===== src/rtl/mul_unit.sv =====
// Multiply sequencer: extends RV32M/RV64M operands for the shared signed multiplier core,
// sequences one core run per miss and keeps a one-entry product cache for MULH->MUL reuse.
module mul_unit #(
  parameter int unsigned XLEN  = 32,
  parameter bit          REUSE = 1'b1
) (
  input  logic              clk,
  input  logic              rst,
  input  logic              flush,
  input  logic              req_valid,
  output logic              req_ready,
  input  logic [1:0]        req_op,
  input  logic [XLEN-1:0]   req_a,
  input  logic [XLEN-1:0]   req_b,
  output logic              rsp_valid,
  input  logic              rsp_ready,
  output logic [XLEN-1:0]   rsp_data,
  output logic [XLEN:0]     mul_a,
  output logic [XLEN:0]     mul_b,
  output logic              mul_stb,
  input  logic [2*XLEN+1:0] mul_o,
  input  logic              mul_ack
);

  localparam logic [1:0] OpMul   = 2'b00;
  localparam logic [1:0] OpMulhu = 2'b11;

  typedef enum logic [2:0] {StIdle, StStart, StWait, StResp, StDrain} state_e;

  state_e              state_q, state_d;
  logic [1:0]          op_q, op_d;
  logic [XLEN:0]       a_q, a_d, b_q, b_d;
  logic [XLEN-1:0]     rsp_data_q, rsp_data_d;
  logic                cache_valid_q, cache_valid_d;
  logic [XLEN:0]       cache_a_q, cache_b_q;
  logic [2*XLEN-1:0]   cache_p_q;
  logic                cache_we;

  logic [XLEN:0]       ext_a, ext_b;
  logic                hit;
  logic [1:0]          unused_mul_hi;

  // Product bits above 2*XLEN-1 only carry the extension sign and are never selected.
  assign unused_mul_hi = mul_o[2*XLEN+1:2*XLEN];

  function automatic logic [XLEN-1:0] sel_half(input logic [1:0] op,
                                                input logic [2*XLEN-1:0] p);
    return (op == OpMul) ? p[XLEN-1:0] : p[2*XLEN-1:XLEN];
  endfunction

  // a is signed except for MULHU; b is signed only for MUL/MULH.
  assign ext_a = {(req_op != OpMulhu) & req_a[XLEN-1], req_a};
  assign ext_b = {~req_op[1] & req_b[XLEN-1], req_b};

  // The low product half does not depend on operand signedness, so MUL can reuse any entry
  // whose low operand bits match.
  assign hit = REUSE && cache_valid_q &&
               ((ext_a == cache_a_q && ext_b == cache_b_q) ||
                (req_op == OpMul && req_a == cache_a_q[XLEN-1:0] &&
                 req_b == cache_b_q[XLEN-1:0]));

  always_comb begin
    state_d       = state_q;
    op_d          = op_q;
    a_d           = a_q;
    b_d           = b_q;
    rsp_data_d    = rsp_data_q;
    cache_we      = 1'b0;
    req_ready     = 1'b0;
    rsp_valid     = 1'b0;
    mul_stb       = 1'b0;

    unique case (state_q)
      StIdle: begin
        req_ready = ~flush & ~rst;
        if (req_valid && req_ready) begin
          op_d = req_op;
          a_d  = ext_a;
          b_d  = ext_b;
          if (hit) begin
            rsp_data_d = sel_half(req_op, cache_p_q);
            state_d    = StResp;
          end else begin
            state_d = StStart;
          end
        end
      end
      StStart: begin
        // The core cannot abort, so the start pulse goes out even when flushed.
        mul_stb = ~rst;
        state_d = flush ? StDrain : StWait;
      end
      StWait: begin
        if (mul_ack) begin
          cache_we = 1'b1;
          if (flush) begin
            state_d = StIdle;
          end else begin
            rsp_data_d = sel_half(op_q, mul_o[2*XLEN-1:0]);
            state_d    = StResp;
          end
        end else if (flush) begin
          state_d = StDrain;
        end
      end
      StDrain: begin
        if (mul_ack) begin
          cache_we = 1'b1;
          state_d  = StIdle;
        end
      end
      StResp: begin
        rsp_valid = ~rst;
        if (flush || rsp_ready) state_d = StIdle;
      end
      default: state_d = StIdle;
    endcase
  end

  assign cache_valid_d = cache_valid_q | cache_we;

  always_ff @(posedge clk) begin
    if (rst) begin
      state_q       <= StIdle;
      cache_valid_q <= 1'b0;
    end else begin
      state_q       <= state_d;
      cache_valid_q <= cache_valid_d;
    end
  end

  always_ff @(posedge clk) begin
    op_q       <= op_d;
    a_q        <= a_d;
    b_q        <= b_d;
    rsp_data_q <= rsp_data_d;
    if (cache_we) begin
      cache_a_q <= a_q;
      cache_b_q <= b_q;
      cache_p_q <= mul_o[2*XLEN-1:0];
    end
  end

  assign rsp_data = rsp_data_q;
  assign mul_a    = a_q;
  assign mul_b    = b_q;

endmodule

===== config.mk =====
export PLATFORM = sky130hd
export DESIGN_NAME = mul_unit
export DESIGN_NICKNAME = d
export VERILOG_FILES = /design/src/rtl/mul_unit.sv
export SDC_FILE = /design/constraint.sdc
export NUM_CORES = 1
export LEC_CHECK = 0
export CAP_MARGIN = 20
export CORE_MARGIN = 8
export CORE_UTILIZATION = 28
export CTS_CLUSTER_DIAMETER = 80
export DETAILED_ROUTE_END_ITERATION = 8
export PLACE_DENSITY = 0.53
export SYNTH_ARGS = -nofsm -noshare
export SYNTH_HDL_FRONTEND = slang
export SYNTH_SLANG_ARGS = --single-unit

===== constraint.sdc =====
create_clock -name clk -period 21.7 [get_ports clk]
set_input_delay 4.34 -clock clk [delete_from_list [all_inputs] [get_ports clk]]
set_output_delay 4.34 -clock clk [all_outputs]
set_load 0.02 [all_outputs]

After elaboration in Yosys (flattened, before gate mapping)
Cells that the tools add are included.
{ "classes": {"eq_ne": 16, "n_mux": 21, "bitwise_logic": 7, "reduce_logical": 15} }
{ "ops": {"columns": ["cell", "n"], "rows": [
  ["2-to-1 mux 32 bit", 6],
  ["== test 33 bit", 2],
  ["== test 32 bit", 2],
  ["case mux 32 bit (2 select lines)", 1],
  ["2-to-1 mux 3 bit", 6],
  ["case mux 3 bit (5 select lines)", 1],
  ["!= test 2 bit (second input constant)", 7],
  ["== test 3 x 2 -> 1 bit (second input constant)", 2],
  ["logical AND 1 bit", 5],
  ["2-to-1 mux 1 bit", 5],
  ["AND reduction 5 bit", 1],
  ["logical NOT 2 bit", 2],
  ["2-to-1 mux 2 bit", 2],
  ["AND reduction 4 bit", 1],
  ["bitwise AND 1 bit", 3],
  ["== test 3 x 1 -> 1 bit (second input constant)", 1],
  ["== test 3 bit (second input constant)", 1],
  ["logical NOT 3 bit", 1],
  ["!= test 3 bit (second input constant)", 1],
  ["NOT 1 bit", 3],
  ["logical OR 1 bit", 2],
  ["AND reduction 2 bit", 1],
  ["nonzero test 2 bit", 1],
  ["OR reduction 2 bit", 1],
  ["bitwise OR 1 bit", 1]
]} }
{ "word_totals": {"ff_bits": 234, "input_bits": 138, "out_inout_bits": 101, "elab_cells": 68} }

Longest topological paths before layout
{ "depth": {"depth_word": 9, "ltp_mapped": 7, "ltp_nobuf": 6} }

Worst setup path before layout
Ideal clock, no wire load.
{ "synth_timing": {"kind": "input -> register", "from": "input mul_ack", "to": "register cache_a_q[0], enable pin", "setup_ps": 807, "arrival_time_ps": 13687, "required_ps": 20893, "slack_ps": 7206, "path_stages": 1, "n_path_buf": 0, "path_cell_list": "nor3b_1"} }
{ "synth_between": {"elab_chain_cells": 2} }
{ "synth_lines": {"columns": ["element", "line", "source"], "rows": [
  ["from (decl)", "22", "input logic mul_ack"],
  ["2-to-1 mux 1 bit", "94, 107", null],
  ["2-to-1 mux 1 bit", null, null],
  ["to (signal assigned)", "138", "cache_a_q <= a_q;"],
  ["to (decl)", "35", "logic [XLEN:0] cache_a_q, cache_b_q;"]
]} }
No other way between the ends.
A chain may end at the register's enable or synchronous reset.

Worst setup path in the final report
{ "layout_timing": {"from": "input rst", "to": "output req_ready"} }
{ "layout_between": {"elab_chain_cells": 3} }
{ "layout_lines": {"columns": ["element", "line", "source"], "rows": [
  ["from (decl)", "8", "input logic rst,"],
  ["NOT 1 bit", "75", "req_ready = ~flush & ~rst;"],
  ["bitwise AND 1 bit", "75", null],
  ["2-to-1 mux 1 bit", "73", "unique case (state_q)"],
  ["to (decl)", "11", "output logic req_ready,"]
]} }
No other way between the ends.

==> qor.txt <==
==================================================================================
Yosys reg bits                                                                 234
Setup repair after global routing missed its margin                             no
Cell mode on critical path                                            sky130_fd_sc_hd__clkdlybuf4s50_1
Number of synthesized flops with an enable pin                                 230
Antenna violations before repair                                                 4
Post-place instance area                                              0.01184 mm^2
Reg-to-reg endpoint                                                   rsp_data[24]
Synth cell types                                                                36
Adder-cell share of the synthesized area                                         0
Run status                                                               completed
Number of global-route vias before repair                                     5878
NumNets Final                                                                  949
Post-Syn Instances                                                             563
Count of endpoints failing hold in the final timing report                       0
Number of pins with negative max-slew slack in the final report                  0
Main synth FF type                                                    sky130_fd_sc_hd__edfxtp_1
Vertical extent of the die                                                195.1 um
Post-synthesis xor/xnor area fraction                                      0.05361
Remaining Overflow, GRT                                                          0
Min Clock Period, post-route                                              10.20 ns
Worst hold path type                                                    reg -> reg
First-pass GRT wire length                                                35490 um
Count of hold buffers inserted by post-cts repair                                0
Violation count after the first detailed-routing iteration                     254
Pin count of the biggest net entering global routing                            66
Depth of the worst hold-timing path                                              0
Clock Pin Slew Worst Setup and Hold Paths                                  0.06 ns
Area fraction in compound gates after synthesis                            0.06726
Number of failing setup endpoints in the final timing report                     0
Worst slack, placed                                                       11.50 ns
Final Instance Count excl. Fillers                                            1235
Post-CTS sizing                                                                  0
Average cell area after synthesis                                       15.96 um^2
DR DRC count                                                                     0
Placed Cells                                                                  1184
Type of the setup path with the least slack                              in -> out
Count of vias placed by the detailed router                                   5563
Yosys warning count                                                              0
Core region area                                                      0.03156 mm^2
Area share of and/or/nand/nor cells after synthesis                        0.08481
Slowest stage cell on the critical path                               sky130_fd_sc_hd__clkdlybuf4s50_1
R2R Path Start                                                          state_q[2]
Worst path bufs/invs                                                             2
CP required                                                               17.36 ns
H-tree level count                                                               1
Top Ports                                                                      239
Routed length per placed instance                                         19.09 um
Worst min-delay path endpoint                                         cache_a_q[14]
Critical path capture point type                                       output port
Drt first pass iters                                                             4
DP Wirelength                                                             16120 um
Family with the most delay on the worst path                          buffers and inverters
Cells traversed along the worst timing path                           clkdlybuf4s50_1 -> nor3_1 -> clkdlybuf4s50_1
Max-cap check violation count                                                    0
Cell chosen for the clock root                                        sky130_fd_sc_hd__clkbuf_16
Least-Margin Pin Slew                                                    0.9198 ns
Max FO, Critical Path                                                            8
Cell leakage power                                                        4.158 nW
Drt via density                                                              4.504
Min-Delay Startpoint                                                     mul_a[14]
Signed area change from the synthesized netlist to the final layout         41.40%
Power Dens Cells                                                      79.03 mW/mm^2
Register-to-register setup slack                                          18.39 ns
Power after layout                                                        1.004 mW
Multiplexer area fraction after synthesis                                        0
Layout Utilization                                                          0.4026
Most frequent cells in the layout                                     236 x sky130_fd_sc_hd__clkdlybuf4s50_1, 230 x sky130_fd_sc_hd__edfxtp_1, 70 x sky130_fd_sc_hd__nand2_1
Max Root-Sink Buffers                                                            3
Port Buffers                                                                   236
Buffer count from post-CTS setup fixing                                          0
Layout cell share with drive strength beyond 1                             0.07212
Layout Cell Area excl Fill                                            0.01270 mm^2
Effective utilization at floorplan                                          0.2847
Combined area of all synthesized cells                                0.008985 mm^2
Inserted Clock Buffers                                                          27
DIE WIDTH                                                                 195.1 um
Arrival time at the worst endpoint                                         5.86 ns
Tightest hold margin                                                     0.4449 ns
Startpoint kind of the worst setup timing path                          input port
Final sum of negative setup slack                                             0 ns
CTS Sinks                                                                      234
Max-Slew Margin vs Limit                                                    0.3868
Dominant combinational cell family by area after synthesis            simple AND/OR/NAND/NOR gates
Antenna-violating nets left                                                      0
Ys async rst share                                                               0
Die Area                                                              0.03808 mm^2
Leading cell type in the layout, fill and taps excluded               sky130_fd_sc_hd__clkdlybuf4s50_1
Drt total wl                                                              23570 um
Worst skew pair latency                                                    0.52 ns
Worst clock skew on the final layout                                   0.007984 ns
Final setup slack of the worst path                                       11.50 ns
Delay contributed by the slowest stage of the critical path                0.65 ns
Portion of the post-synthesis area used by sequential elements              0.7776
Share of the clock period used by the worst path after layout               0.4701
RD Place Congestion                                                         0.7013
Num rows                                                                        65
Length in cells of the worst reg-to-reg path                                     6
Net count after synthesis                                                      701
Worst-case vdd ir drop                                                0.00006988 V
TritonCTS clock tree                                                         built
Global-route total usage across every layer                                 0.1190
Timing-limited maximum frequency                                       0.09802 GHz
==================================================================================
cells in the mapped netlist (all sizes together) (2+ instances only):
cell / instances / share of area
a211oi: 32 / 0.027
a21oi: 7 / 0.0039
a22o: 2 / 0.0019
a31oi: 32 / 0.022
buf: 7 / 0.0042
clkbuf: 18 / 0.0075
dfxtp: 4 / 0.0089
edfxtp: 230 / 0.77
inv: 12 / 0.0050
nand2: 70 / 0.029
nand2b: 2 / 0.0014
nand4: 9 / 0.0063
nor2: 12 / 0.0050
nor2b: 34 / 0.024
nor3: 6 / 0.0033
nor4: 10 / 0.010
o21ai: 2 / 0.0011
o22ai: 3 / 0.0021
o2bb2ai: 5 / 0.0049
xnor2: 30 / 0.029
xor2: 25 / 0.024
report_power, final:
| group | internal [mW] | total (mW) | switching (mW) |
|---|---|---|---|
| clock | 0.258 | 0.435 | 0.177 |
| combinational | 0.0355 | 0.0646 | 0.0291 |
| sequential | 0.502 | 0.504 | 0.00244 |
routing by layer:
layer  wire length (um)  track usage  vias to the layer above
li1                   -            -                     2640
met1              10240       0.1527                     2682
met2              10280       0.1811                      197
met3               2572      0.05674                       36
met4                435      0.02442                        8
met5                 46            0                        -
kinds of logic after synthesis:
| logic type | after synthesis |
|---|---|
| flip-flops | 234 |
| AND/OR/NAND/NOR | 150 |
| AO/OA/AOI/OAI | 87 |
| XOR/XNOR | 55 |
| buffers and inverters | 37 |
sequential cells by signal, summed over array words and instances, names as in the netlist:
register	cells
state_q	3
cache_p_q	64
mul_b	33
cache_valid_q	1
rsp_data	32
cache_b_q	33
cache_a_q	33
op_q	2
mul_a	33
final cells by class:
| type | instances | area, um^2 |
|---|---|---|
| clock inverter | 12 | 95.09 |
| multi-input combinational | 292 | 1883 |
| antenna | 1 | 2.502 |
| fill | 2986 | 18850 |
| clock buffer | 38 | 767.0 |
| inverter | 12 | 45.04 |
| sequential | 234 | 6987 |
| tap | 402 | 503.0 |
| timing repair buffer | 244 | 2422 |
how the worst max path moves through the flow:
stage / start / end / slack, ns / cells after the start
6_report: rst / req_ready / 11.50 / 3
5_1_grt: rst / req_ready / 11.41 / 3
4_1_cts: rst / req_ready / 11.50 / 3
3_5_place_dp: rst / req_ready / 11.50 / 3
3_3_place_gp: rst / req_ready / 11.53 / 3
2_1_floorplan: mul_ack / cache_a_q[0] / 7.21 / 1
Power figures use the tool's default switching activity.
==> patch: new RTL, same flow settings <==
Encoding of `state_e`: now one-hot (5 bits for 5 states).
--- a/src/rtl/mul_unit.sv
+++ b/src/rtl/mul_unit.sv
@@ -25,7 +25,7 @@
   localparam logic [1:0] OpMul   = 2'b00;
   localparam logic [1:0] OpMulhu = 2'b11;
 
-  typedef enum logic [2:0] {StIdle, StStart, StWait, StResp, StDrain} state_e;
+  typedef enum logic [4:0] {StIdle = 5'b00001, StStart = 5'b00010, StWait = 5'b00100, StResp = 5'b01000, StDrain = 5'b10000} state_e;
 
   state_e              state_q, state_d;
   logic [1:0]          op_q, op_d;
Formal check against the unedited RTL: no difference found for any inputs over 4 cycles, from zero or initial values and one cycle with rst high; so few cycles prove little.
==> patch against the unedited design <==
Core utilization fell by 0.37 points; critical path depth did not move; count of clock-buffer cells in the layout fell by 6; sequential cell count rose by 2; routed wire length rose by 0.73%; sequential share of layout area fell by 0.44 points; combinational power rose by 53%; worst setup slack improved by 0.011 ns; area after synthesis rose by 1.5%; die area rose by 1.4%; power rose by 5.6%; final area rose by 1.4%; critical path type unchanged; critical endpoint unchanged; largest cell class unchanged; largest power group unchanged; highest routed layer unchanged.
==> patch: results (changes against the unedited design) <==
Detailed routing:
- The ratio of routed vias to standard cells is 4.40 (was 4.50).
- The average wire per standard cell came to 18.4 um (was 19.1 um).
- The starting DRC count in detailed routing is 304 (was 254).

Clocking:
- The clock latency on the worst-skew pair is 0.54 ns (was 0.52 ns).
- The post-CTS setup repair buffer count is 0 (unchanged).
- The post-cts repair resize count is 0 (unchanged).

Timing:
- The worst clock skew is 0.0236 ns (was 0.00798 ns).
- The measured slew at the worst slew-check pin is 1.05 ns (was 0.920 ns).
- The total setup violations reported at the end of the flow was 0 (unchanged).

Cells and area:
- The final cell count without fillers came to 1,293 (was 1,235).
- The net count of the finished layout is 968 (was 949).
- The layout cell share with drive strength beyond 1 was 6.71% (was 7.21%).

Place:
- The number of placed instances with taps included is 1,243 (was 1,184).
- The final weighted congestion of routability-driven global placement is 0.738 (was 0.701).
- The post-DP HPWL came to 16,300 um (was 16,100 um).
- The cell area after placement came to 12,000 sq um (was 11,800 sq um).

Critical path:
- The delay of the slowest critical-path stage is 0.63 ns (was 0.65 ns).
- The cell type of the slowest stage on the worst timing path was sky130_fd_sc_hd__clkdlybuf4s50_1 (unchanged).
- The critical-path maximum fanout came to 11 (was 8).

Yosys:
- Synth area leaders: sky130_fd_sc_hd__edfxtp_1 76%, sky130_fd_sc_hd__nor2b_1 3.0%, sky130_fd_sc_hd__a211oi_1 2.6%, sky130_fd_sc_hd__nand2_1 2.6%, sky130_fd_sc_hd__xnor2_1 2.4% (was sky130_fd_sc_hd__edfxtp_1 77%, sky130_fd_sc_hd__nand2_1 2.9%, sky130_fd_sc_hd__xnor2_1 2.9%, sky130_fd_sc_hd__a211oi_1 2.7%, sky130_fd_sc_hd__xor2_1 2.4%).
- Top cells by instance count after synthesis: 230 x sky130_fd_sc_hd__edfxtp_1, 64 x sky130_fd_sc_hd__nand2_1, 44 x sky130_fd_sc_hd__nor2b_1, 33 x sky130_fd_sc_hd__a31oi_1, 32 x sky130_fd_sc_hd__a211oi_1 (was 230 x sky130_fd_sc_hd__edfxtp_1, 70 x sky130_fd_sc_hd__nand2_1, 34 x sky130_fd_sc_hd__nor2b_1, 32 x sky130_fd_sc_hd__a211oi_1, 32 x sky130_fd_sc_hd__a31oi_1).
- The number of warnings issued by yosys is 0 (unchanged).
- The synthesized area per cell was 15.7 sq um (was 16.0 sq um).
- The share of async-settable or async-resettable flops after synthesis was 0% (unchanged).
- The net count of the mapped netlist is 719 (was 701).
- The post-synthesis cell type count is 44 (was 36).
- The sequential element share of the synthesized area is 77.1% (was 77.8%).

GRT:
- The number of antenna violations at the first check in global routing came to 2 (was 4).
- The maximum number of pins on one net before global-route repair is 71 (was 66).
- The overall routing resource usage is 11.9% (about the same).
- The number of global-route vias before repair was 6,016 (was 5,878).
- The global-route wire length before repair is 36,000 um (was 35,500 um).

Status:
- Result of the run: complete, no violations (unchanged).

Power and ir drop:
- The leakage power is 4.22 nW (was 4.16 nW).
- The highest ir drop seen on vdd is 0.0593 mV (was 0.0699 mV).
-- patch: worst max-delay path: cells and delay by family --
family / cells / cell delay (ns)
AND/OR/NAND/NOR: 1 / 0.26
buffers and inverters: 2 / 1.25
-- patch: path summary, 6_finish.rpt --
kind	startpoint	end	slack, ns
worst max-delay path	rst	req_ready	11.51
worst min-delay path	mul_a[0]$_DFFE_PP_	cache_a_q[0]$_DFFE_PP_	0.45
worst max register to register	cache_a_q[2]$_DFFE_PP_	rsp_data[13]$_DFFE_PP_	18.41
worst min register to register	mul_a[0]$_DFFE_PP_	cache_a_q[0]$_DFFE_PP_	0.45
-- patch: cell type report --
type                       count  area [sq um]
sequential                   236          7030
antenna                        1          2.50
clock inverter                17           159
fill                        2990         19400
clock buffer                  32           694
timing repair buffer         241          2400
multi-input combinational    301          1960
inverter                      23          86.3
tap                          442           553
-- patch: per-layer routing --
metal	vias to the layer above	GRT usage, %	wire length, um
li1	2727	-	-
met1	2728	15.0	10200
met2	195	18.7	10600
met3	34	4.96	2320
met4	4	2.86	530
met5	-	0	27
-- patch: report_power, final --
group          internal (mW)  switching, mW  total (mW)  leakage, nW
clock network          0.263          0.178       0.440        0.420
logic                 0.0485         0.0502      0.0987         1.67
registers              0.515        0.00649       0.522         2.13
-- patch: cells by family (layout without fill, tap and decap cells) --
kind of cell | after synthesis | count (layout) | synth area share (%)
buffers and inverters | 44 | 313 | 1.81
XOR/XNOR | 44 | 44 | 4.23
AO/OA/AOI/OAI | 101 | 101 | 7.90
flip-flops | 236 | 236 | 77.1
AND/OR/NAND/NOR | 156 | 156 | 8.99
other | 0 | 1 | 0
